--- src/rtl/imm_pkg.sv ---
// Shared types and constants for the pipelined immediate generator.
// Immediate format encodings, select width and XLEN legality check.
package imm_pkg;

  localparam int IMM_W = 4;

  localparam logic [63:0] ZERO = 64'd0;

  typedef enum logic [IMM_W-1:0] {
    IMM_X   = 4'd0,
    IMM_I   = 4'd1,
    IMM_S   = 4'd2,
    IMM_B   = 4'd3,
    IMM_U   = 4'd4,
    IMM_J   = 4'd5,
    IMM_Z   = 4'd6,
    IMM_CI  = 4'd7,
    IMM_CJ  = 4'd8,
    IMM_CB  = 4'd9,
    IMM_CIW = 4'd10,
    IMM_CL  = 4'd11
  } imm_type_t;

  function automatic bit xlen_ok(input int x);
    return (x == 32) || (x == 64);
  endfunction

endpackage

--- src/rtl/imm_extract.sv ---
// Combinational immediate field extraction and extension to XLEN.
// Every format fits in 32 bits, so a single bit-31 extension suffices.
module imm_extract #(
  parameter int XLEN  = 32,
  parameter int IMM_W = imm_pkg::IMM_W
) (
  input  logic [31:0]      instr,
  input  logic [IMM_W-1:0] imm_type,
  output logic [XLEN-1:0]  imm,
  output logic             illegal
);
  import imm_pkg::*;

  if (!xlen_ok(XLEN)) begin : g_bad_xlen
    $error("imm_extract: XLEN must be 32 or 64");
  end
  if (IMM_W < 4) begin : g_bad_immw
    $error("imm_extract: IMM_W must be at least 4");
  end

  logic [3:0]       w_sel;
  logic             w_hi_ok;
  logic [31:0]      w_imm32;
  logic             w_ill;
  logic             w_s;
  logic             w_c;

  assign w_sel   = imm_type[3:0];
  assign w_hi_ok = (imm_type == IMM_W'(imm_type[3:0]));
  assign w_s     = instr[31];
  assign w_c     = instr[12];

  // Select the 32-bit extended immediate for the requested format.
  always_comb begin
    w_imm32 = ZERO[31:0];
    w_ill   = 1'b0;
    case (w_sel)
      IMM_X:   w_imm32 = ZERO[31:0];
      IMM_I:   w_imm32 = {{20{w_s}}, instr[31:20]};
      IMM_S:   w_imm32 = {{20{w_s}}, instr[31:25], instr[11:7]};
      IMM_B:   w_imm32 = {{19{w_s}}, w_s, instr[7],
                          instr[30:25], instr[11:8], 1'b0};
      IMM_U:   w_imm32 = {instr[31:12], 12'b0};
      IMM_J:   w_imm32 = {{11{w_s}}, w_s, instr[19:12],
                          instr[20], instr[30:21], 1'b0};
      IMM_Z:   w_imm32 = {27'b0, instr[19:15]};
      IMM_CI:  w_imm32 = {{26{w_c}}, w_c, instr[6:2]};
      IMM_CJ:  w_imm32 = {{20{w_c}}, w_c, instr[8], instr[10:9],
                          instr[6], instr[7], instr[2], instr[11],
                          instr[5:3], 1'b0};
      IMM_CB:  w_imm32 = {{23{w_c}}, w_c, instr[6:5], instr[2],
                          instr[11:10], instr[4:3], 1'b0};
      IMM_CIW: w_imm32 = {22'b0, instr[10:7], instr[12:11],
                          instr[5], instr[6], 2'b0};
      IMM_CL:  w_imm32 = {25'b0, instr[5], instr[12:10],
                          instr[6], 2'b0};
      default: w_ill   = 1'b1;
    endcase
    if (!w_hi_ok) begin
      w_imm32 = ZERO[31:0];
      w_ill   = 1'b1;
    end
  end

  assign illegal = w_ill;

  if (XLEN == 32) begin : g_x32
    assign imm = w_imm32;
  end else begin : g_x64
    assign imm = {{(XLEN-32){w_imm32[31]}}, w_imm32};
  end

endmodule

--- src/rtl/imm_gen_pipe.sv ---
// Registered immediate generator with a 2-entry skid buffer.
// in_ready comes straight from the skid flop; skid drains first.
module imm_gen_pipe #(
  parameter int XLEN  = 32,
  parameter int IMM_W = imm_pkg::IMM_W,
  parameter int TAG_W = 32
) (
  input  logic             clock,
  input  logic             n_reset,
  input  logic             in_valid,
  output logic             in_ready,
  input  logic [31:0]      in_instr,
  input  logic [IMM_W-1:0] in_imm_type,
  input  logic [TAG_W-1:0] in_tag,
  output logic             out_valid,
  input  logic             out_ready,
  output logic [XLEN-1:0]  out_imm,
  output logic [TAG_W-1:0] out_tag,
  output logic             out_illegal
);
  import imm_pkg::*;

  if (!xlen_ok(XLEN)) begin : g_bad_xlen
    $error("imm_gen_pipe: XLEN must be 32 or 64");
  end

  logic [XLEN-1:0]  w_imm;
  logic             w_ill;
  logic             w_acc;
  logic             w_load;

  logic             r_out_valid;
  logic [XLEN-1:0]  r_out_imm;
  logic [TAG_W-1:0] r_out_tag;
  logic             r_out_ill;
  logic             r_skid_full;
  logic [XLEN-1:0]  r_skid_imm;
  logic [TAG_W-1:0] r_skid_tag;
  logic             r_skid_ill;

  imm_extract #(
    .XLEN  (XLEN),
    .IMM_W (IMM_W)
  ) u_extract (
    .instr    (in_instr),
    .imm_type (in_imm_type),
    .imm      (w_imm),
    .illegal  (w_ill)
  );

  assign w_acc  = in_valid && !r_skid_full;
  assign w_load = !r_out_valid || out_ready;

  // Output register and skid buffer; skid refills output before new input.
  always_ff @(posedge clock or negedge n_reset) begin
    if (!n_reset) begin
      r_out_valid <= 1'b0;
      r_out_imm   <= ZERO[XLEN-1:0];
      r_out_tag   <= '0;
      r_out_ill   <= 1'b0;
      r_skid_full <= 1'b0;
      r_skid_imm  <= ZERO[XLEN-1:0];
      r_skid_tag  <= '0;
      r_skid_ill  <= 1'b0;
    end else if (w_load) begin
      if (r_skid_full) begin
        r_out_valid <= 1'b1;
        r_out_imm   <= r_skid_imm;
        r_out_tag   <= r_skid_tag;
        r_out_ill   <= r_skid_ill;
        r_skid_full <= 1'b0;
      end else if (w_acc) begin
        r_out_valid <= 1'b1;
        r_out_imm   <= w_imm;
        r_out_tag   <= in_tag;
        r_out_ill   <= w_ill;
      end else begin
        r_out_valid <= 1'b0;
      end
    end else if (w_acc) begin
      r_skid_full <= 1'b1;
      r_skid_imm  <= w_imm;
      r_skid_tag  <= in_tag;
      r_skid_ill  <= w_ill;
    end
  end

  assign in_ready    = !r_skid_full;
  assign out_valid   = r_out_valid;
  assign out_imm     = r_out_imm;
  assign out_tag     = r_out_tag;
  assign out_illegal = r_out_ill;

endmodule

--- config.mk ---
export PLATFORM = sky130hd
export DESIGN_NAME = imm_gen_pipe
export DESIGN_NICKNAME = d
export VERILOG_FILES = /design/src/rtl/imm_pkg.sv /design/src/rtl/imm_extract.sv /design/src/rtl/imm_gen_pipe.sv
export SDC_FILE = /design/constraint.sdc
export NUM_CORES = 1
export LEC_CHECK = 0
export ABC_AREA = 1
export ABC_CLOCK_PERIOD_IN_PS = 1600
export CAP_MARGIN = 40
export CELL_PAD_IN_SITES_DETAIL_PLACEMENT = 1
export CELL_PAD_IN_SITES_GLOBAL_PLACEMENT = 2
export CORE_ASPECT_RATIO = 1.1
export CORE_MARGIN = 2
export CORE_UTILIZATION = 30
export CTS_BUF_LIST = sky130_fd_sc_hd__clkbuf_8
export DETAILED_ROUTE_END_ITERATION = 6
export GPL_ROUTABILITY_DRIVEN = 0
export PLACE_DENSITY_LB_ADDON = 0.1
export SLEW_MARGIN = 10
export SYNTH_ARGS = -nofsm -noshare
export SYNTH_HDL_FRONTEND = slang
export SYNTH_SLANG_ARGS = --single-unit
--- constraint.sdc ---
create_clock -name clock -period 1.6 [get_ports clock]
set_input_delay 0.48 -clock clock [delete_from_list [all_inputs] [get_ports clock]]
set_output_delay 0.48 -clock clock [all_outputs]
set_load 0.05 [all_outputs]
==> key figures <==
Outcome
  • Status: finished clean

Finish
  • Area Growth Syn to Fin: 54.94%
  • Nets@finish: 1129
  • Proportion of layout cells with a drive suffix above 1: 0.2310
  • Filler instances: 2562
  • Post-route cell area: slightly above 10000 um^2
  • Final antenna diode count: 0

STA
  • Maximum clock rate: 626.9 MHz
  • Final Hold Slack: 439.9 ps
  • Clock skew: around 11 ps
  • Worst slew pin tran: between 400 and 500 ps
  • Clock period minus worst slack: 1595 ps
  • RSZ-0062 raised after global routing: yes
  • Fin Setup TNS: 0 ps
  • Worst setup margin: about 4.8 ps
  • Final max-slew violation count: 0
  • Slew Limit Headroom: 0.7277
  • Tcrit/Tclk final: 0.9970
  • Final setup vio count: 0
  • Hold Violations, Final: 0

Place
  • Cell Area, Placed: 9346 um^2
  • Pre-CTS setup slack: -719.9 ps
  • Port bufs: ~140
  • Hpwl dp: around 15000 um

CTS
  • TritonCTS Buffers: 17
  • Clock Pin Slew Worst Setup and Hold Paths: about 80 ps
  • TritonCTS clock tree: done
  • CTS H-tree depth: 4
  • CTS Buffer Depth: 2
  • CTS root buf: clkbuf_8
  • Clk Latency, worst-skew pair: 440 ps
  • Clock sink count: 132

Logic synthesis
  • Number of flops mapped to enable cells by yosys: 0
  • Async S/R FF share, synth: 1.000
  • Yosys top cell area share: 0.5084
  • Post-Syn Area per Cell: between 7 and 8 um^2
  • Mapped Nets: roughly 940
  • Synthesized instance count: around 870
  • Mapped cell area: between 6000 and 7000 um^2
  • Warnings, synthesis: 0
  • Synth area leaders: dfrtp_1 51%, nand2_1 24%, nor2_1 6.6%
  • Seq/Total Area, Yosys: 0.5084
  • Most common cell in the netlist: nand2_1
  • Synth Flop Type: dfrtp_1
  • #FFs+latches synth: 132
  • Count of cell types in the netlist: 27
  • Yosys top cell by area: dfrtp_1
  • Most instantiated cells after synthesis: 408 x nand2_1, 132 x dfrtp_1, 114 x nor2_1

Detailed routing
  • Vias: a little over 6k
  • Post-DR wirelength/cell: approximately 15 um
  • Routed wire length: 20740 um
  • Routed vias/inst: roughly 4.5
  • DRC marker count from the first detailed-route iteration: 233
  • Drc violations: 0
  • DR pass1 iterations: 4
  • Antenna-violating nets left: 0

Setup path
  • FF-to-FF End: out_tag[31]$_DFFE_PN0P_
  • Worst setup SP type: flop
  • Crit Path Category: flop to primary output
  • Reg-to-reg startpoint: out_valid$_DFFE_PN0N_
  • FF-to-FF path depth: 7
  • Worst EP arrival: about 1100 ps
  • Worst-path fanout max: 2
  • CP required: between 1000 and 1500 ps
  • R2r setup slk: approximately 150 ps
  • Setup crit end kind: primary output

GRT
  • Largest net degree at the start of global routing: slightly above 40
  • Global-route wire length before repair: ~33000 um
  • GRT Total Usage: 0.1888
  • Vias in the first global route: around 6.3k
  • Total gr overflow: 0
  • Antenna violations before repair: 0

Floorplan
  • Die W: 144.3 um
  • Die Ht: 158.4 um
  • Starting density of the core: 0.3050
  • Row Count: 56
  • Core area: about 21000 um^2
  • Top-level I/O count: about 140
  • Die area: 22850 um^2

Power and ir drop
  • Seq pwr share: 0.378
  • Static Leakage: between 5 and 6 nW
  • Power per cell area: between 1000 and 1500 nW/um^2
  • Worst VDD drop: roughly 0.00052 V
  • Combinational Power Share: 0.372
  • Switching part of the total power: 0.3608
  • Design internal power: around 0.0076 W
  • P_sw: 0.004264 W
  • Clock power share: 0.250

Min path
  • Worst hold path type: input port to asynchronous set/reset pin

Run
  • Maxcap violations: 0
flip-flops by register name, indices dropped and copies added, names as in the netlist:
name         cells
r_skid_tag      32
r_skid_imm      32
r_skid_ill       1
out_illegal      1
out_imm         32
out_valid        1
r_skid_full      1
out_tag         32
placed cells by master (no fill, tap or decap), types with 3 or more instances in the layout:
cell and count:
nand2_1 396, dfrtp_1 130, nor2_1 110, buf_12 81, clkdlybuf4s50_1 63, buf_4 59, a31oi_1 34, o21ai_1 32
nand3_1 18, clkbuf_8 18, inv_1 17, nand3_2 17, nand2_2 12, buf_6 8, nand2_4 7, nor2_4 7
inv_2 6, nand4_1 5, nor2_2 4, o21ai_0 4, dlygate4sd2_1 4, ha_4 3, bufinv_16 3, clkinv_2 3
metal layers:
| layer | vias up | wire length [um] | part of all wire | GRT usage |
|---|---|---|---|---|
| met1 | 2879 | 9652 | 0.47 | 0.2452 |
| met5 | - | 0 | 0 | 0 |
| li1 | 3092 | - | - | - |
| met4 | 0 | 257 | 0.012 | 0.04993 |
| met2 | 109 | 10150 | 0.49 | 0.3223 |
| met3 | 19 | 681 | 0.033 | 0.03669 |
metrics by stage:
stage / utilization / power, W / cells
3_3_place_gp: 0.4388 / 0.008839 / 1309
3_5_place_dp: 0.4388 / 0.008896 / 1309
6_report: 0.4726 / 0.01182 / 1355
4_1_cts: 0.4696 / 0.01199 / 1353
5_1_grt: 0.4726 / 0.01249 / 1355
2_1_floorplan: - / 0.006523 / 866
critical path, stage by stage (launching register included):
cell     delay, ps
dfrtp_1        420
inv_4          100
buf_8          150
cells by family (layout without fill, tap and decap cells):
family          count (synthesis)  after routing  synth area share
simple gates                  580            580            0.3638
flops                         132            132            0.5084
buf+inv                        76            275           0.05604
compound gates                 74             74           0.06412
fa+ha+maj                       4              4          0.007703
power groups by stage:
stage,Clock (W),Combinational [W],Sequential [W]
3_3_place_gp,0,0.00432,0.00452
4_1_cts,0.00307,0.00444,0.00448
6_report,0.00296,0.00439,0.00447
2_1_floorplan,0,0.00111,0.00541
5_1_grt,0.00321,0.00473,0.00455
3_5_place_dp,0,0.00436,0.00454
what timing repair did:
item                                    CTS  global route
endpoints found under the setup margin   65            28
pin swaps                                11             6
hold buffers                              1             0
endpoints found under the hold margin    14             0
gates cloned                              2             0
resized for setup                        39            19
setup buffers                            11             2
how the worst max path moves through the flow:
stage	startpoint	end	slack, ps
2_1_floorplan	in_imm_type[3]	out_imm[24]$_DFFE_PN0P_	0.2
3_3_place_gp	in_imm_type[3]	out_imm[10]$_DFFE_PN0P_	-680
6_report	r_skid_full$_DFFE_PN0P_	in_ready	5
5_1_grt	r_skid_full$_DFFE_PN0P_	in_ready	-60
4_1_cts	r_skid_full$_DFFE_PN0P_	in_ready	-30
3_5_place_dp	in_imm_type[3]	r_skid_imm[24]$_DFFE_PN0P_	-720
area by class of cell:
| class | count | area [um^2] | share of cell area |
|---|---|---|---|
| Clock buffer | 18 | 247.7 | 0.02461 |
| Multi-Input combinational cell | 658 | 3015 | 0.2995 |
| Tap cell | 290 | 362.8 | 0.03604 |
| Timing Repair Buffer | 219 | 2878 | 0.2859 |
| Clock inverter | 13 | 158.9 | 0.01578 |
| Inverter | 25 | 98.84 | 0.009818 |
| Sequential cell | 132 | 3306 | 0.3284 |
No activity file was read; power rests on OpenSTA's default activity.
